--- config.mk ---
export PLATFORM = sky130hd
export DESIGN_NAME = fpu_op_scheduler_flat
export DESIGN_NICKNAME = d
export VERILOG_FILES = /design/src/rtl/fpu_op_scheduler_if.sv /design/src/rtl/fpu_op_scheduler.sv /design/src/flat_wrapper.sv
export SDC_FILE = /design/constraint.sdc
export NUM_CORES = 1
export LEC_CHECK = 0
export ABC_AREA = 1
export CAP_MARGIN = 20
export CORE_AREA = 2 2 166 87
export CTS_CLUSTER_SIZE = 14
export DETAILED_ROUTE_END_ITERATION = 10
export DIE_AREA = 0 0 168 89
export PLACE_DENSITY = 0.84
export SETUP_SLACK_MARGIN = 0.05
export SLEW_MARGIN = 15
export SYNTH_ARGS = -nofsm -noshare
export SYNTH_HDL_FRONTEND = slang
export SYNTH_SLANG_ARGS = --single-unit
--- constraint.sdc ---
create_clock -name clk -period 2.05 [get_ports clk]
set_clock_uncertainty 0.15 [all_clocks]
set_input_delay 0.41 -clock clk [delete_from_list [all_inputs] [get_ports clk]]
set_output_delay 0.41 -clock clk [all_outputs]
set_load 0.01 [all_outputs]
--- src/rtl/fpu_op_scheduler_if.sv ---
// Request/unit/response bundle between the FPU command side, the arithmetic units and the scheduler.
// Latency: none (wires only).
// Backpressure: req_valid/req_ready on the request side, resp_valid/resp_ready on the response side.
//
// Ports (signals):
//   req_valid/req_ready/req_a/req_b/req_opcode : request handshake and operands
//   unit_start/unit_a/unit_b                    : one-hot start pulse and registered operands to units
//   unit_done/res_add/res_sub/res_mul/res_div   : per-unit done pulses and results
//   resp_valid/resp_ready/resp_result/resp_opcode/resp_timeout : response handshake and payload
//   busy                                        : scheduler not idle
// Modports: slave = scheduler side, master = command/unit/consumer side.
interface fpu_op_scheduler_if #(
    parameter int DATA_WIDTH = 32,
    parameter int OP_WIDTH   = 2
);
    logic                  req_valid;
    logic                  req_ready;
    logic [DATA_WIDTH-1:0] req_a;
    logic [DATA_WIDTH-1:0] req_b;
    logic [OP_WIDTH-1:0]   req_opcode;

    logic [3:0]            unit_start;
    logic [DATA_WIDTH-1:0] unit_a;
    logic [DATA_WIDTH-1:0] unit_b;
    logic [3:0]            unit_done;
    logic [DATA_WIDTH-1:0] res_add;
    logic [DATA_WIDTH-1:0] res_sub;
    logic [DATA_WIDTH-1:0] res_mul;
    logic [DATA_WIDTH-1:0] res_div;

    logic                  resp_valid;
    logic                  resp_ready;
    logic [DATA_WIDTH-1:0] resp_result;
    logic [OP_WIDTH-1:0]   resp_opcode;
    logic                  resp_timeout;

    logic                  busy;

    modport slave (
        input  req_valid, req_a, req_b, req_opcode,
        output req_ready,
        output unit_start, unit_a, unit_b,
        input  unit_done, res_add, res_sub, res_mul, res_div,
        output resp_valid, resp_result, resp_opcode, resp_timeout,
        input  resp_ready,
        output busy
    );

    modport master (
        output req_valid, req_a, req_b, req_opcode,
        input  req_ready,
        input  unit_start, unit_a, unit_b,
        output unit_done, res_add, res_sub, res_mul, res_div,
        input  resp_valid, resp_result, resp_opcode, resp_timeout,
        output resp_ready,
        input  busy
    );
endinterface

--- src/rtl/fpu_op_scheduler.sv ---
// Sequences one FP op at a time: accept request, pulse start to the opcode-selected unit, wait for done or timeout, return result.
// Latency: accept at edge T -> start in cycle T+1 -> earliest done T+2 -> resp_valid from T+3; one op per 4 cycles at best.
// Backpressure: req_ready only in IDLE; response held stable in RESP until resp_ready, indefinitely if needed.
//
// Ports:
//   clk  : single clock, rising edge
//   rst  : synchronous reset, active-high; aborts any op in flight without a response
//   bus  : fpu_op_scheduler_if.slave (request, unit start/done/results, response, busy)
module fpu_op_scheduler #(
    parameter int DATA_WIDTH     = 32,
    parameter int OP_WIDTH       = 2,
    parameter int TIMEOUT_CYCLES = 64,
    parameter int CNT_WIDTH      = 7
) (
    input  logic                clk,
    input  logic                rst,
    fpu_op_scheduler_if.slave   bus
);

    localparam logic [1:0] S_IDLE  = 2'd0;
    localparam logic [1:0] S_ISSUE = 2'd1;
    localparam logic [1:0] S_WAIT  = 2'd2;
    localparam logic [1:0] S_RESP  = 2'd3;

    localparam logic [CNT_WIDTH-1:0] CNT_LAST = CNT_WIDTH'(TIMEOUT_CYCLES - 1);

    logic [1:0]            state_q,   state_d;
    logic [OP_WIDTH-1:0]   op_q,      op_d;
    logic [DATA_WIDTH-1:0] a_q,       a_d;
    logic [DATA_WIDTH-1:0] b_q,       b_d;
    logic [CNT_WIDTH-1:0]  cnt_q,     cnt_d;
    logic [DATA_WIDTH-1:0] result_q,  result_d;
    logic                  timeout_q, timeout_d;

    logic                  done_sel;
    logic [DATA_WIDTH-1:0] res_sel;

    // Only the done bit of the unit that was actually started counts.
    assign done_sel = bus.unit_done[op_q];

    always_comb begin
        res_sel = bus.res_add;
        case (op_q)
            OP_WIDTH'(0): res_sel = bus.res_add;
            OP_WIDTH'(1): res_sel = bus.res_sub;
            OP_WIDTH'(2): res_sel = bus.res_mul;
            default:      res_sel = bus.res_div;
        endcase
    end

    always_comb begin
        state_d   = state_q;
        op_d      = op_q;
        a_d       = a_q;
        b_d       = b_q;
        cnt_d     = cnt_q;
        result_d  = result_q;
        timeout_d = timeout_q;
        case (state_q)
            S_IDLE: begin
                if (bus.req_valid) begin
                    op_d    = bus.req_opcode;
                    a_d     = bus.req_a;
                    b_d     = bus.req_b;
                    state_d = S_ISSUE;
                end
            end
            S_ISSUE: begin
                cnt_d   = '0;
                state_d = S_WAIT;
            end
            S_WAIT: begin
                cnt_d = cnt_q + CNT_WIDTH'(1);
                // done takes priority over a timeout landing in the same cycle
                if (done_sel) begin
                    result_d  = res_sel;
                    timeout_d = 1'b0;
                    state_d   = S_RESP;
                end else if (cnt_q == CNT_LAST) begin
                    result_d  = '0;
                    timeout_d = 1'b1;
                    state_d   = S_RESP;
                end
            end
            S_RESP: begin
                if (bus.resp_ready) begin
                    state_d = S_IDLE;
                end
            end
            default: state_d = S_IDLE;
        endcase
    end

    always_ff @(posedge clk) begin
        if (rst) begin
            state_q   <= S_IDLE;
            op_q      <= '0;
            a_q       <= '0;
            b_q       <= '0;
            cnt_q     <= '0;
            result_q  <= '0;
            timeout_q <= 1'b0;
        end else begin
            state_q   <= state_d;
            op_q      <= op_d;
            a_q       <= a_d;
            b_q       <= b_d;
            cnt_q     <= cnt_d;
            result_q  <= result_d;
            timeout_q <= timeout_d;
        end
    end

    // req_ready is gated by rst so nothing is accepted on a reset edge.
    assign bus.req_ready    = (state_q == S_IDLE) && !rst;
    assign bus.unit_start   = (state_q == S_ISSUE) ? (4'b0001 << op_q) : 4'b0000;
    assign bus.unit_a       = a_q;
    assign bus.unit_b       = b_q;
    assign bus.resp_valid   = (state_q == S_RESP);
    assign bus.resp_result  = result_q;
    assign bus.resp_opcode  = op_q;
    assign bus.resp_timeout = timeout_q;
    assign bus.busy         = (state_q != S_IDLE);

endmodule
--- src/flat_wrapper.sv ---
// flat-port wrapper written by rule: the top's interface ports become plain ports
module fpu_op_scheduler_flat 
#(
    parameter int DATA_WIDTH     = 32,
    parameter int OP_WIDTH       = 2,
    parameter int TIMEOUT_CYCLES = 64,
    parameter int CNT_WIDTH      = 7
)
  (clk, rst, bus_req_valid, bus_req_a, bus_req_b, bus_req_opcode, bus_req_ready, bus_unit_start, bus_unit_a, bus_unit_b, bus_unit_done, bus_res_add, bus_res_sub, bus_res_mul, bus_res_div, bus_resp_valid, bus_resp_result, bus_resp_opcode, bus_resp_timeout, bus_resp_ready, bus_busy);
  fpu_op_scheduler_if #(.DATA_WIDTH(DATA_WIDTH), .OP_WIDTH(OP_WIDTH)) bus_i ();
  input  logic clk;
  input  logic rst;
  input wire logic [$bits(bus_i.req_valid)-1:0] bus_req_valid;
  input wire logic [$bits(bus_i.req_a)-1:0] bus_req_a;
  input wire logic [$bits(bus_i.req_b)-1:0] bus_req_b;
  input wire logic [$bits(bus_i.req_opcode)-1:0] bus_req_opcode;
  output wire logic [$bits(bus_i.req_ready)-1:0] bus_req_ready;
  output wire logic [$bits(bus_i.unit_start)-1:0] bus_unit_start;
  output wire logic [$bits(bus_i.unit_a)-1:0] bus_unit_a;
  output wire logic [$bits(bus_i.unit_b)-1:0] bus_unit_b;
  input wire logic [$bits(bus_i.unit_done)-1:0] bus_unit_done;
  input wire logic [$bits(bus_i.res_add)-1:0] bus_res_add;
  input wire logic [$bits(bus_i.res_sub)-1:0] bus_res_sub;
  input wire logic [$bits(bus_i.res_mul)-1:0] bus_res_mul;
  input wire logic [$bits(bus_i.res_div)-1:0] bus_res_div;
  output wire logic [$bits(bus_i.resp_valid)-1:0] bus_resp_valid;
  output wire logic [$bits(bus_i.resp_result)-1:0] bus_resp_result;
  output wire logic [$bits(bus_i.resp_opcode)-1:0] bus_resp_opcode;
  output wire logic [$bits(bus_i.resp_timeout)-1:0] bus_resp_timeout;
  input wire logic [$bits(bus_i.resp_ready)-1:0] bus_resp_ready;
  output wire logic [$bits(bus_i.busy)-1:0] bus_busy;
  assign bus_i.req_valid = bus_req_valid;
  assign bus_i.req_a = bus_req_a;
  assign bus_i.req_b = bus_req_b;
  assign bus_i.req_opcode = bus_req_opcode;
  assign bus_req_ready = bus_i.req_ready;
  assign bus_unit_start = bus_i.unit_start;
  assign bus_unit_a = bus_i.unit_a;
  assign bus_unit_b = bus_i.unit_b;
  assign bus_i.unit_done = bus_unit_done;
  assign bus_i.res_add = bus_res_add;
  assign bus_i.res_sub = bus_res_sub;
  assign bus_i.res_mul = bus_res_mul;
  assign bus_i.res_div = bus_res_div;
  assign bus_resp_valid = bus_i.resp_valid;
  assign bus_resp_result = bus_i.resp_result;
  assign bus_resp_opcode = bus_i.resp_opcode;
  assign bus_resp_timeout = bus_i.resp_timeout;
  assign bus_i.resp_ready = bus_resp_ready;
  assign bus_busy = bus_i.busy;
  fpu_op_scheduler #(.DATA_WIDTH(DATA_WIDTH), .OP_WIDTH(OP_WIDTH), .TIMEOUT_CYCLES(TIMEOUT_CYCLES), .CNT_WIDTH(CNT_WIDTH)) u_core (.clk(clk), .rst(rst), .bus(bus_i));
endmodule
* After elaboration in Yosys (flattened, before gate mapping)
Cells that the tools add are included. Widths: inputs -> output; s select.
Operators by class: add/subtract/negate cells 1, multiply operators 0, div/mod/pow operators 0, order comparisons 1, equal/unequal tests 9, shift operators 1, muxes and demuxes 14, bitwise logic cells 0, reduce and logical (&&, ||, !) cells 10
Operators by type and width (count):
- $pmux 32 s3 | 1
- $mux 32 | 2
- $pmux 7 s2 | 1
- $mux 2 | 4
- $pmux 2 s4 | 1
- $add 7x1->7 const B | 1
- $eq 7x6->1 const B | 1
- $eq 2x2->1 const B | 3
- $reduce_bool 2->1 | 3
- $eq 2x1->1 const B | 2
- $logic_not 2->1 | 2
- $mux 4 | 1
- $reduce_and 2->1 | 2
- $shl 1x2->4 const A | 1
- $lt 2x3->1 const B | 1
- $mux 1 | 3
- $ne 3x1->1 const B | 1
- $reduce_and 3->1 | 1
- $bmux 1 s2 | 1
- $ne 2x1->1 const B | 1
- $ne 2x2->1 const B | 1
- $logic_and 1x1->1 | 1
- $logic_not 1->1 | 1
Storage, ports and cells: register bits 108, latch bits 0, bits in writable memories 0, memory bits (read-only) 0, input bits 202, output and inout bits 106, word-level logic and storage cells 43, memories 0

* Logic depth before layout (Yosys ltp)
word-level depth 4, depth in mapped cells 10, depth with buffers taken out 9

* Worst setup path after synthesis
OpenSTA, ideal clock, no wires.
kind in2out, start point in rst, end point out bus_req_ready, data arrival time 1.146 ns, path slack 0.344 ns, stages on the path 3, cell sequence buf_2 > buf_1 > nor2_1
Between the ends: longest elaborated chain between the ends 2
RTL lines:
- from (decl) | line flat_wrapper.sv:12 | input logic rst;
- $logic_not 1->1 | line fpu_op_scheduler.sv:115 | assign bus.req_ready = (state_q == S_IDLE) && !rst;
- $logic_and 1x1->1 | line fpu_op_scheduler.sv:115
- to (decl) | line flat_wrapper.sv:17 | output wire logic [$bits(bus_i.req_ready)-1:0] bus_req_ready;
No other way between the ends.

* Final worst setup path
start point reg u_core.state_q[1], end point out bus_busy
Between the ends: longest elaborated chain between the ends 1
RTL lines:
- from (decl) | line fpu_op_scheduler.sv:27 | logic [1:0] state_q, state_d;
- from (signal assigned) | line fpu_op_scheduler.sv:104 | state_q <= state_d;
- $reduce_bool 2->1 | line fpu_op_scheduler.sv:123 | assign bus.busy = (state_q != S_IDLE);
- to (decl) | line flat_wrapper.sv:31 | output wire logic [$bits(bus_i.busy)-1:0] bus_busy;
No other way between the ends.

==> results by stage <==
Setup path:
- STA classifies the critical path startpoint as a flip-flop.
- Traced cell by cell, the critical path runs through inv_1, ha_2, inv_1, dlygate4sd2_1.
- On the critical path, the stage with the largest delay is an instance of dfxtp_2.
- The required arrival time at the worst endpoint is 1.49 ns.
- The combined buffer and inverter count along the critical path is 3.
- The critical path arrival is 1.35 ns.
- The cell seen most often among critical-path stages is inv_1.
- The largest delay contributor family on the critical path is buffers and inverters.
- The endpoint type of the worst setup path is an output pin.
- In this run the worst path has a maximum fanout of 4.
- The worst setup path is of the flip-flop to output pin kind.
- On the worst path, the slowest cell contributes a delay of 0.35 ns.

Pwr:
- Power comes to 0.00856 W.
- The worst-case IR drop observed on VDD is 0.562 mV.
- The part of the total power dissipated in the clock network is 20.5%.
- The internal portion of total power is 0.00550 W.
- The power per cell area is 1010 nW/um^2.
- The leakage dissipation is 3.22 nW.
- Net switching is 35.8% of the power.
- Of the total power, combinational logic draws 46.1%.
- The analysis attributes to net switching a power of 0.00307 W.
- The sequential group share of total power is 33.4%.

Detailed routing:
- The average vias per placed instance is 4.79.
- The final layout contains routed wiring with a total length of 16400 um.
- Summing over every cut layer, the via total after detailed routing is 5598.
- For this run, design rule violations remaining after detail routing come to 0.
- The average detailed-routed wire length per instance is 14.1 um.
- The first detailed-routing pass took 6 iterations.
- The antenna violation net count after detailed routing is 0.
- The detailed router finished its first iteration with 269 violations.

Floorplan:
- The number of placed I/O pins is 308.
- The floorplan die area is 15000 sq um.
- The standard-cell row count is 30.
- The initial utilization of the core area, before any placement, comes to 36.7%.
- The width of the die is 168 um.
- The area inside the core boundary is 13300 sq um.
- The vertical die dimension is 89 um.

Synthesis:
- After synthesis, flip-flops and latches occupy 44.2% of the total area.
- The number of instances in the synthesized netlist is 692.
- Ranked by total cell area, the synthesized netlist is headed by dfxtp_1 44%, nand2_1 14%, nor2_1 11%.
- The number of distinct standard cells referenced by the synthesized netlist is 27.
- The area of the mapped netlist is 4890 sq um.
- The cell taking the most area after synthesis is dfxtp_1.
- Synthesis produced a netlist with a net count of 900.
- The top cell type by area accounts for 44.2% of the synthesized area.
- The flip-flop and latch count after synthesis is 108.
- Yosys printed 0 warnings.
- The synthesized area divided by synthesized cell count is 7.07 sq um.

CTS:
- The hold buffer count at cts is 0.
- The H-tree depth is 3.
- After clock tree synthesis, the clock-pin slew on the worst setup and hold paths is 0.07 ns.
- The clock tree root buffer cell is clkbuf_16.
- The clock insertion delay at the later pin of the skew report is 0.34 ns.
- The number of clock buffers added by TritonCTS is 9.
- The clock passes through at most 2 buffers.
- The CTS tree is done.
- CTS saw 108 sinks.

STA:
- Setup repair after global routing left no endpoint under its margin.
- The slew at the pin closest to its max-slew limit is 0.519 ns.
- Setup total negative slack on the finished layout was measured at 0 ns.
- The number of endpoints with negative hold slack in the final report is 0.
- Dividing the final minimum period by the clock period gives 93.2%.
- Setup violations remaining at the end of the flow were counted as 0.
- The max-slew violation count is 0.
- The relative slew slack is 65.3%.
- The clock period minus final worst setup slack is 1.91 ns.
- Based on the critical path, the design can be clocked at up to 523 MHz.

Global routing:
- The initial antenna violation count is 0.
- Global routing finished with a remaining overflow of 0.
- The first-pass GRT wire length is 25300 um.
- The largest net degree at the start of global routing is 67.
- The global-route total usage across every layer is 20.9%.
- The number of global-route vias before repair came to 5402.

Cells and area:
- The number of nets in the final layout is 1196.
- The number of antenna diodes in the final layout is 0.
- The signed area change from the synthesized netlist to the final layout is 73.6%.
- The fraction of layout instances using a drive strength above 1 is 10.2%.

Run:
- The number of max-cap violations is 0.

Run status:
- The run finished with clean final reports.

Placement:
- The total of buffers placed on input and output ports is 307.
- The final weighted congestion in routability-driven placement is 0.784.
- The post-DP HPWL is 12600 um.

Min path:
- The path type of the worst min-delay path is flip-flop to flip-flop.
[layout make-up]
| type | count | area (sq um) |
|---|---|---|
| Fill cell | 1132 | 4840 |
| Timing Repair Buffer | 329 | 3300 |
| Multi-Input combinational cell | 521 | 2440 |
| Sequential cell | 108 | 2170 |
| Clock buffer | 10 | 229 |
| Tap cell | 176 | 220 |
| Clock inverter | 6 | 71.3 |
| Inverter | 19 | 71.3 |
[worst reg2reg max path, stage by stage (launching register included)]
cell     delay (ns)
dfxtp_2        0.35
inv_1          0.08
ha_2           0.37
inv_1          0.13
o21ai_1        0.44
nor3_1         0.12
[per-stage QoR]
step / hold slack, ns / std cells / area [sq um] / setup WS [ns] / utilization [%]
2_1_floorplan: 0.322 / 692 / 4890 / 0.344 / -
3_3_place_gp: 0.290 / 1153 / 8200 / 0.0800 / 61.6
3_5_place_dp: 0.304 / 1153 / 8200 / 0.0134 / 61.6
4_1_cts: 0.312 / 1169 / 8510 / 0.0300 / 63.8
5_1_grt: 0.330 / 1169 / 8490 / 0.0604 / 63.7
6_report: 0.310 / 1169 / 8490 / 0.139 / 63.7
[sequential cells by signal, indices dropped and copies added, names as in the netlist]
register,count
u_core.bus.resp_opcode,2
u_core.bus.resp_result,32
u_core.bus.resp_timeout,1
u_core.bus.unit_a,32
u_core.bus.unit_b,32
u_core.cnt_q,7
u_core.state_q,2
[cells by family (layout without fill, tap and decap cells)]
logic type	count (synthesis)	in the layout	synth area share [%]
buffers and inverters	63	364	6.17
AND/OR/NAND/NOR	406	406	35.4
flip-flops	108	108	44.2
AO/OA/AOI/OAI	109	109	12.6
adder cells (fa/ha/maj)	6	6	1.54
[cell usage in the layout, fill, tap and decap left out, drive strengths merged]
| cell type | instances |
|---|---|
| clkdlybuf4s50 | 298 |
| nand2 | 209 |
| nor2 | 145 |
| dfxtp | 108 |
| o21ai | 70 |
| a21oi | 38 |
| nand4 | 32 |
| buf | 24 |
| inv | 21 |
| clkbuf | 14 |
| nor3 | 9 |
| nand3 | 6 |
| ha | 6 |
| nor3b | 4 |
| dlygate4sd2 | 2 |
| clkinv | 2 |
| o22ai | 1 |
| nor4 | 1 |
| bufinv | 1 |
| clkinvlp | 1 |
| dlymetal6s2s | 1 |
[cells in the mapped netlist]
cell type and n:
clkbuf_1 20, nor2_4 3, a21oi_1 19, nand2_2 21, nand2_4 1, nand2_1 187
a21oi_2 19, nor2_2 2, nor3b_1 4, inv_1 15, dfxtp_1 108, o22ai_1 1
o21ai_1 4, nor2_1 140, nand3_1 5, inv_2 4, o21ai_0 66, buf_1 6
ha_1 6, buf_6 2, nor3_1 9, nor4_1 1, nand3_2 1, buf_2 10
buf_8 2, nand4_1 32, buf_4 4
[power by group through the flow]
stage / clock network [W] / registers [W] / logic [W]
floorplan: 0 / 0.00309 / 0.00180
global placement: 0 / 0.00287 / 0.00391
detailed placement: 0 / 0.00290 / 0.00399
CTS: 0.00181 / 0.00286 / 0.00399
global route: 0.00189 / 0.00291 / 0.00433
finish: 0.00175 / 0.00286 / 0.00395
[per-layer routing]
layer	part of all wire [%]	wire [um]	track usage, %
met5	0	0	0
met4	2.1	343	7.11
met3	7.5	1230	6.42
met2	52	8590	41.0
met1	38	6270	21.9
[what timing repair did]
action,in CTS,in global routing
resized for setup,14,13
endpoints found under the setup margin,18,8
setup buffers,0,0
gates cloned,0,0
hold endpoints to repair,0,0
[path summary, 6_finish.rpt]
| kind | startpoint | end | slack, ns | depth (start not counted) |
|---|---|---|---|---|
| worst max register to register | u_core.state_q[1]$_SDFFE_PP0P_ | u_core.cnt_q[4]$_SDFFE_PP0P_ | 0.28 | 5 |
| worst max-delay path | u_core.state_q[1]$_SDFFE_PP0P_ | bus_busy | 0.14 | 4 |
| worst min register to register | u_core.bus.resp_result[0]$_SDFFE_PP0P_ | u_core.bus.resp_result[0]$_SDFFE_PP0P_ | 0.31 | 2 |
| worst min-delay path | u_core.bus.resp_result[0]$_SDFFE_PP0P_ | u_core.bus.resp_result[0]$_SDFFE_PP0P_ | 0.31 | 2 |
Note: power is estimated with default switching activity, not from simulation.
